**src/rtl/int_ctrl.sv**
```systemverilog
// int_ctrl: eight-source interrupt controller (six edge-detected hardware lines, two software
// set lines) with mask, global enable and single-level service. Build option: IRQ_SYNC_EN.
//
//   state      | meaning
//   -----------+-------------------------------------------------------------
//   ST_IDLE    | waiting for an enabled pending source at an instruction boundary
//   ST_REQ     | one cycle; exl_set asserted towards the exception register block
//   ST_SERVICE | handler running; leaves on eret, no nested takes
module int_ctrl (
   input  logic        clk,
   input  logic        rst,
   input  logic [5:0]  irq_in,
   input  logic [1:0]  sw_set,
   input  logic        im_wr,
   input  logic [7:0]  im_wdata,
   input  logic        ie,
   input  logic        instr_commit,
   input  logic [31:0] resume_pc,
   input  logic        eret,
   output logic        exl_set,
   output logic [31:0] exc_pc,
   output logic        exl_clear,
   output logic [2:0]  cause_code,
   output logic [7:0]  pending,
   output logic        in_service
);

   typedef enum logic [1:0] {
      ST_IDLE    = 2'd0,
      ST_REQ     = 2'd1,
      ST_SERVICE = 2'd2
   } state_t;

   state_t      r_state;
   state_t      w_state_nxt;
   logic [5:0]  w_irq_src;
   logic [5:0]  r_irq_hist;
   logic [5:0]  w_irq_rise;
   logic [7:0]  w_events;
   logic [7:0]  r_pending;
   logic [7:0]  r_mask;
   logic [7:0]  w_active;
   logic [2:0]  w_win_idx;
   logic [7:0]  w_take_clr;
   logic        w_take;
   logic [31:0] r_exc_pc;
   logic [2:0]  r_cause;
   logic        r_exl_clear;

`ifdef IRQ_SYNC_EN
   logic [5:0] r_sync1;
   logic [5:0] r_sync2;

   always_ff @(posedge clk or negedge rst) begin
      if (!rst) begin
         r_sync1 <= '0;
         r_sync2 <= '0;
      end else begin
         r_sync1 <= irq_in;
         r_sync2 <= r_sync1;
      end
   end

   assign w_irq_src = r_sync2;
`else
   assign w_irq_src = irq_in;
`endif

   always_ff @(posedge clk or negedge rst) begin
      if (!rst) begin
         r_irq_hist <= '0;
      end else begin
         r_irq_hist <= w_irq_src;
      end
   end

   assign w_irq_rise = w_irq_src & ~r_irq_hist;
   assign w_events   = {w_irq_rise, sw_set};

   always_ff @(posedge clk or negedge rst) begin
      if (!rst) begin
         r_mask <= 8'hFF;
      end else if (im_wr) begin
         r_mask <= im_wdata;
      end
   end

   assign w_active = r_pending & r_mask;

   // Ascending scan: the last set bit seen is the highest index, which has priority.
   always_comb begin
      w_win_idx = 3'd0;
      for (int k = 0; k < 8; k++) begin
         if (w_active[k]) begin
            w_win_idx = 3'(k);
         end
      end
   end

   assign w_take_clr = w_take ? (8'b0000_0001 << w_win_idx) : 8'h00;

   // A new event on the bit being taken wins over the clear.
   always_ff @(posedge clk or negedge rst) begin
      if (!rst) begin
         r_pending <= '0;
      end else begin
         r_pending <= (r_pending & ~w_take_clr) | w_events;
      end
   end

   always_ff @(posedge clk or negedge rst) begin
      if (!rst) begin
         r_state <= ST_IDLE;
      end else begin
         r_state <= w_state_nxt;
      end
   end

   always_comb begin
      w_state_nxt = r_state;
      w_take      = 1'b0;
      unique case (r_state)
         ST_IDLE: begin
            if (ie && instr_commit && (w_active != 8'h00)) begin
               w_take      = 1'b1;
               w_state_nxt = ST_REQ;
            end
         end
         ST_REQ: begin
            w_state_nxt = ST_SERVICE;
         end
         ST_SERVICE: begin
            if (eret) begin
               w_state_nxt = ST_IDLE;
            end
         end
         default: begin
            w_state_nxt = ST_IDLE;
         end
      endcase
   end

   always_ff @(posedge clk or negedge rst) begin
      if (!rst) begin
         r_exc_pc <= '0;
         r_cause  <= '0;
      end else if (w_take) begin
         r_exc_pc <= resume_pc;
         r_cause  <= w_win_idx;
      end
   end

   // eret outside SERVICE is dropped, so the clear pulse only follows a real return.
   always_ff @(posedge clk or negedge rst) begin
      if (!rst) begin
         r_exl_clear <= 1'b0;
      end else begin
         r_exl_clear <= (r_state == ST_SERVICE) && eret;
      end
   end

   assign exl_set    = (r_state == ST_REQ);
   assign in_service = (r_state == ST_SERVICE);
   assign exl_clear  = r_exl_clear;
   assign exc_pc     = r_exc_pc;
   assign cause_code = r_cause;
   assign pending    = r_pending;

endmodule

```
**config.mk**
```make
export PLATFORM = sky130hd
export DESIGN_NAME = int_ctrl
export DESIGN_NICKNAME = d
export VERILOG_FILES = /design/src/rtl/int_ctrl.sv
export SDC_FILE = /design/constraint.sdc
export NUM_CORES = 1
export LEC_CHECK = 0
export ABC_AREA = 1
export CAP_MARGIN = 25
export CORE_ASPECT_RATIO = 1.5
export CORE_UTILIZATION = 35
export CTS_CLUSTER_DIAMETER = 120
export DETAILED_ROUTE_END_ITERATION = 10
export PLACE_DENSITY = 0.79
export SLEW_MARGIN = 20
export SYNTH_ARGS = -nofsm -noshare
export SYNTH_HDL_FRONTEND = slang
export SYNTH_SLANG_ARGS = --single-unit
```
**constraint.sdc**
```tcl
create_clock -name clk -period 1.85 [get_ports clk]
set_clock_uncertainty 0.15 [all_clocks]
set_input_delay 0.185 -clock clk [delete_from_list [all_inputs] [get_ports clk]]
set_output_delay 0.185 -clock clk [all_outputs]
set_load 0.01 [all_outputs]
```
==> results by group, run 1 <==
Run status
  • Status: finished with violations
  • Violated checks: design-rule violations

Global routing
  • Gr usage total: approximately 16%
  • First-pass GRT wire length: 9460 um
  • Initial antenna violation count: 0
  • Remaining Overflow, GRT: 0
  • Number of global-route vias before repair: 2,120
  • Largest net degree at the start of global routing: 61

Power and ir drop
  • Power Dens Cells: ~1100 nW/um2
  • Clock Power Share: 32.1%
  • Combinational share of power: between 20% and 30%
  • Sw frac: 26.9%
  • Peak VDD IR: ~0.75 mV
  • Sequential Power Share: slightly above 40%
  • Leak: 1.82 nW
  • Switch Pwr: about 1.1 mW
  • Internal: between 3 and 4 mW

Yosys
  • Top_reg_cell synth: dfrtp_1
  • Post-synthesis cell type count: 24
  • Simple logic cell fraction of the synthesized area: 28.0%
  • Async set-reset flop share out of synthesis: 100%
  • Post-synthesis sequential area ratio: between 60% and 70%
  • Synth Area in XOR/XNOR: 0%
  • Main combinational cell family by area after synthesis: simple AND/OR/NAND/NOR gates
  • Synth Instances: 256
  • Multiplexer share of the synthesized area: ~3.2%
  • FF+latch count, synth: 60
  • Compound-Gate Fraction of Synth Area: 2.02%
  • Syn_nets: 310
  • Mapped Area: approximately 2500 um2
  • Post-synth EDFFs: 0
  • Syn Area/Cell: between 9 and 10 um2
  • Adder-cell share of the synthesized area: 0%
  • Synthesis Warnings: 0

Cells and area
  • Sequential cell area: 1510 um2
  • Final std cells w/o fill: about 450
  • Fillers: 607
  • # diodes: 0
  • Area occupied by multi-input gates: 827 um2
  • Area growth syn-to-layout: 52.0%
  • Layout cell share with drive strength beyond 1: 18.8%
  • Final net count: 417

Placement
  • DP Wirelength: 4250 um
  • PortBufs: slightly below 100
  • Placer Congestion: 0.773
  • Inst Count DP: between 400 and 500
  • Pre-CTS setup slack: 23.0 ps

Critical path
  • Crit path capture type: primary output
  • CP Launch Type: flop
  • Crit path required time: between 1500 and 2000 ps
  • Worst endpoint data arrival time: roughly 1400 ps
  • Crit Path Max Fanout: 4
  • CP Launch Point: r_state[0]
  • WS Path Type: reg2out
  • R2R Path Start: r_mask[7]

STA
  • Period utilization: 94.6%
  • RSZ-0062 raised after global routing: no
  • Max-slew violation count: 0
  • Final-report setup violation count: 0
  • Slew HR: between 70% and 80%
  • WHS: ~170 ps
  • Fin. Hold Viols: 0
  • Crit path time final: ~1700 ps
  • Setup TNS: 0 ps
  • Slew at the pin closest to its max-slew limit: between 400 and 500 ps
  • Max Freq: between 500 and 600 MHz
  • Post-route setup slack: between 100 and 150 ps

Clocking
  • Worst-Skew Late Latency: between 300 and 400 ps
  • Clock transition at the registers of the reported paths: roughly 70 ps
  • Sink Count: 60
  • Max Buffers Root-to-Sink: 2
  • CTS tree: built
  • H-tree depth: 3
  • Number of clock buffers inserted by TritonCTS: 9
  • Clock root cell: clkbuf_8

Detailed routing
  • Router iterations before antenna repair: 7
  • Final ANT Viol Nets: 0
  • DRC Markers: 12
  • Routed vias/inst: 4.56
  • Post-Route WL: around 5700 um
  • Routed len/inst: about 13 um
  • DR iter-0 viols: 91
  • DR vias: 2,032

Die
  • Die area: about 7400 um2
  • Width of the chip: between 70 and 80 um
  • Core area: approximately 6900 um2
  • Rows: 37
  • IO Pins: 100
  • Initial cell density of the core: 36.2%
  • Die Ht: between 100 and 150 um

Flow run
  • Max-Cap Viols: 0

Worst hold path
  • Tightest Hold Check Type: in2reg
  • Min-delay src: irq_in[0]
[area by class of cell]
cell class	instances	area share, %
Sequential cell	60	40.1
Timing Repair Buffer	103	27.4
Multi-Input combinational cell	172	21.9
Clock buffer	12	4.37
Tap cell	78	2.58
Clock inverter	4	1.86
Inverter	17	1.82
[per-stage QoR]
stage               area, um2  util, %  total power [mW]
global route             3780     55.1              4.42
finish                   3780     55.1              4.19
global placement         3520     51.4              2.84
detailed placement       3520     51.4              2.88
floorplan                2480        -              2.19
CTS                      3770     55.0              4.24
[power by group through the flow]
stage          registers (mW)  clock network, mW  logic [mW]
4_1_cts                  1.73               1.38        1.14
3_5_place_dp             1.74                  0        1.13
6_report                 1.72               1.34        1.12
5_1_grt                  1.75               1.45        1.22
2_1_floorplan            1.83                  0       0.359
3_3_place_gp             1.74                  0        1.10
[cell families (layout without fill, tap and decap cells)]
logic type      Yosys count  in the layout
flops                    60             60
mux                       7              7
compound gates            8              8
simple gates            157            157
buf+inv                  24            136
[worst paths after layout]
check,endpoint,slack (ps),cells past startpoint
min in group asynchronous,exl_clear,250,3
worst max-delay path,exl_set,100,3
max in group asynchronous,r_mask[0],990,3
worst max register to register,exc_pc[15],190,8
worst min register to register,pending[7],260,1
worst min-delay path,r_irq_hist[0],170,1
[layout by cell type, fill, tap and decap left out, types with 2 or more instances in the layout]
| cell type | n |
|---|---|
| clkinv_2 | 2 |
| nor2_2 | 3 |
| dfstp_2 | 8 |
| nand3_1 | 3 |
| bufinv_16 | 2 |
| nand2_2 | 23 |
| inv_1 | 16 |
| o21ai_0 | 5 |
| nand2_1 | 118 |
| clkbuf_8 | 12 |
| clkdlybuf4s50_1 | 97 |
| dfrtp_2 | 2 |
| mux2_2 | 7 |
| nand4_1 | 4 |
| dfrtp_1 | 50 |
| buf_4 | 2 |
[state kept, by name, indices dropped and copies added (netlist names)]
| register | cells |
|---|---|
| cause_code | 3 |
| exc_pc | 32 |
| exl_clear | 1 |
| r_irq_hist | 6 |
| pending | 8 |
| r_mask | 8 |
| r_state | 2 |
[metal layers]
metal  global-route usage, %  vias up  wire, um
met5                       0        -         0
met2                    29.5       68      3130
li1                        -      994         -
met1                    17.6      961      2100
met4                    6.57        0        93
met3                    4.53        9       344
[synthesized netlist by cell type, types with 2 or more instances]
| library cell | count | share of area, % |
|---|---|---|
| nand4_1 | 4 | 1.0 |
| dfstp_2 | 8 | 8.5 |
| nor2_2 | 2 | 0.50 |
| mux2_2 | 7 | 3.2 |
| inv_1 | 16 | 2.4 |
| nand2_2 | 23 | 5.8 |
| dfrtp_1 | 52 | 52 |
| o21ai_0 | 5 | 1.0 |
| nand2_1 | 118 | 18 |
| buf_12 | 2 | 1.6 |
| buf_4 | 3 | 0.91 |
| nor2_1 | 2 | 0.30 |
| nand3_1 | 3 | 0.60 |
[critical path, stage by stage, from the launching register on]
cell,delay (ps)
dfrtp_2,420
inv_1,70
nor2_1,80
clkdlybuf4s50_1,530
[repair_timing]
| item | 4_1_cts | 5_1_grt |
|---|---|---|
| hold buffers | 1 | 0 |
| gates resized for setup | 1 | 3 |
| setup buffers | 0 | 0 |
| hold endpoints to repair | 60 | 0 |
| setup endpoints to repair | 1 | 1 |
Note: power is estimated with default switching activity, not from simulation.
==> run 2, diff against run 1 <==
- CAP_MARGIN: 25 -> unset
==> results of run 2 <==
Final layout, timing and power as in run 1 (identical DEF).
==> run 3, diff against run 2 <==
- MAX_ROUTING_LAYER: unset -> met4
==> run 3 against run 2 <==
Against the previous run: the run still ends with design-rule violations left; sequential power barely moved; design area stayed put; critical path type unchanged; global-route usage increased by 0.46 points.
==> results by group, run 3 (synthesized netlist as in run 1, its figures left out) <==
Run status
  • Status: finished with violations
  • Violated checks: design-rule violations

Clocking
  • Max Buffers Root-to-Sink: 2 (unchanged)
  • Worst-Skew Late Latency: 320 ps (about the same)
  • Post-CTS Setup Repair Bufs: 0 (unchanged)
  • Number of clock buffers inserted by TritonCTS: 9 (unchanged)
  • CTS tree: built
  • Clock transition at the registers of the reported paths: 70 ps (about the same)
  • Sink Count: 60 (unchanged)
  • Clock root cell: clkbuf_8
  • H-tree depth: 3 (unchanged)

Cells and area
  • Layout cell share with drive strength beyond 1: 18.8% (unchanged)
  • Cell area after layout: 3780 um2 (unchanged)
  • Final net count: 417 (unchanged)
  • Max reg flops: 32 (unchanged)
  • Most frequent cells in the layout: nand2_1 (118), clkdlybuf4s50_1 (97), dfrtp_1 (50)
  • Area growth syn-to-layout: 52.0% (unchanged)
  • Fillers: 607 (unchanged)
  • # diodes: 0 (unchanged)
  • Area occupied by multi-input gates: 827 um2 (unchanged)
  • Sequential cell area: 1510 um2 (unchanged)
  • Commonest non-fill, non-tap cell in the layout: nand2_1
  • Fin util: 55.1% (unchanged)

STA
  • Post-route setup slack: 99.4 ps (-1.20 ps)
  • Fin. Hold Viols: 0 (unchanged)
  • Slew at the pin closest to its max-slew limit: 420 ps (+2.69 ps)
  • Setup TNS: 0 ps (unchanged)
  • Max-slew violation count: 0 (unchanged)
  • Final-report setup violation count: 0 (unchanged)
  • Slew HR: 71.9% (-0.18 points)
  • Crit path time final: 1750 ps (+1.20 ps)
  • Max Freq: 571 MHz (about the same)
  • Period utilization: 94.6% (about the same)
  • RSZ-0062 raised after global routing: no

Global routing
  • Number of global-route vias before repair: 2,119 (-0.047%)
  • Gr usage total: 16.8% (+0.46 points)
  • First-pass GRT wire length: 9470 um (about the same)
  • Initial antenna violation count: 0 (unchanged)
  • Remaining Overflow, GRT: 0 (unchanged)
  • Largest net degree at the start of global routing: 61 (unchanged)

Power and ir drop
  • Leak: 1.82 nW (unchanged)
  • Sequential Power Share: 41.2% (about the same)
  • Clock Power Share: 32.1% (about the same)
  • Peak VDD IR: 0.745 mV (about the same)
  • Combinational share of power: 26.7% (about the same)
  • Switch Pwr: 1.13 mW (about the same)
  • Internal: 3.06 mW (about the same)
  • Power Dens Cells: 1110 nW/um2 (about the same)
  • Sw frac: 26.9% (about the same)

Detailed routing
  • DRC Markers: 12 (unchanged)
  • Router iterations before antenna repair: 7 (unchanged)
  • DR iter-0 viols: 106 (+16%)
  • DR vias: 2,016 (-0.79%)
  • Routed vias/inst: 4.52 (-0.79%)
  • Post-Route WL: 5670 um (about the same)
  • Routed len/inst: 12.7 um (about the same)
  • Final ANT Viol Nets: 0 (unchanged)

Worst hold path
  • Tightest Hold Check Type: in2reg

Die
  • Die Ht: 105 um (unchanged)
  • Initial cell density of the core: 36.2% (unchanged)
  • Die area: 7440 um2 (unchanged)
  • Width of the chip: 70.8 um (unchanged)
  • Core area: 6850 um2 (unchanged)
  • Rows: 37 (unchanged)
  • IO Pins: 100 (unchanged)

Placement
  • Pre-CTS setup slack: 23.0 ps (unchanged)
  • Placed Area: 3520 um2 (unchanged)
  • Placer Congestion: 0.783 (+1.4%)
  • PortBufs: 99 (unchanged)
  • DP Wirelength: 4250 um (unchanged)

Critical path
  • Crit path required time: 1510 ps (about the same)
  • R2R Setup Slk: 190 ps (about the same)
  • CP Cell Sequence: inv_1 > nor2_1 > clkdlybuf4s50_1
  • WS Path Type: reg2out
  • Worst endpoint data arrival time: 1420 ps (about the same)
  • Crit path capture type: primary output
  • CP Launch Type: flop
  • Slowest stage delay, CP: 530 ps (about the same)
  • CP max-delay cell: clkdlybuf4s50_1
  • Crit Path Max Fanout: 4 (unchanged)

Flow run
  • Max-Cap Viols: 0 (unchanged)
==> run 3: layout make-up <==
cell class,count,area share [%]
flip-flops and latches,60,40.1
multi-input cells,172,21.9
clock inverters,4,1.86
repair buffers,103,27.4
well taps,78,2.58
inverters,17,1.82
clock buffers,12,4.37
==> run 3: per-stage QoR <==
step | total power [mW] | cells | hold slack [ps]
final | 4.19 | 446 | 173
after global routing | 4.42 | 446 | 161
after CTS | 4.24 | 446 | 151
after detailed placement | 2.88 | 429 | 68.3
after global placement | 2.84 | 429 | 63.4
after floorplan | 2.19 | 256 | -261
==> run 3: path summary, 6_finish.rpt <==
| path | startpoint | endpoint | depth (start not counted) |
|---|---|---|---|
| setup / recovery | r_state[0] | exl_set | 3 |
| hold / removal | irq_in[0] | r_irq_hist[0] | 1 |
| setup reg to reg | r_mask[7] | exc_pc[15] | 8 |
| hold reg to reg | r_irq_hist[5] | pending[7] | 1 |
| max in group asynchronous | rst | r_mask[0] | 3 |
| min in group asynchronous | rst | exl_clear | 3 |
==> run 3: worst max-delay path: cells and delay by family (launching register included) <==
family / cells / cell delay, ps
flops: 1 / 420
simple gates: 1 / 80
buf+inv: 2 / 600
==> run 3: layer usage <==
layer	up-vias	global-route usage [%]	routed length [um]	share of wire (%)
li1	994	-	-	-
met1	957	17.5	2140	38
met2	61	29.5	3170	56
met3	4	4.53	314	5.5
met4	0	6.57	45	0.79
met5	-	-	0	0
==> run 3: repair_timing <==
action | CTS | global route
hold endpoints to repair | 60 | 0
endpoints found under the setup margin | 1 | 1
gates cloned | 0 | 0
hold buffers | 1 | 0
gates resized for setup | 1 | 3
pin swaps | 0 | 0
==> run 3: power by group through the flow <==
stage | clock network, mW | logic (mW) | registers, mW
floorplan | 0 | 0.359 | 1.83
global placement | 0 | 1.10 | 1.74
detailed placement | 0 | 1.13 | 1.74
CTS | 1.38 | 1.14 | 1.73
global route | 1.45 | 1.22 | 1.75
finish | 1.34 | 1.12 | 1.72
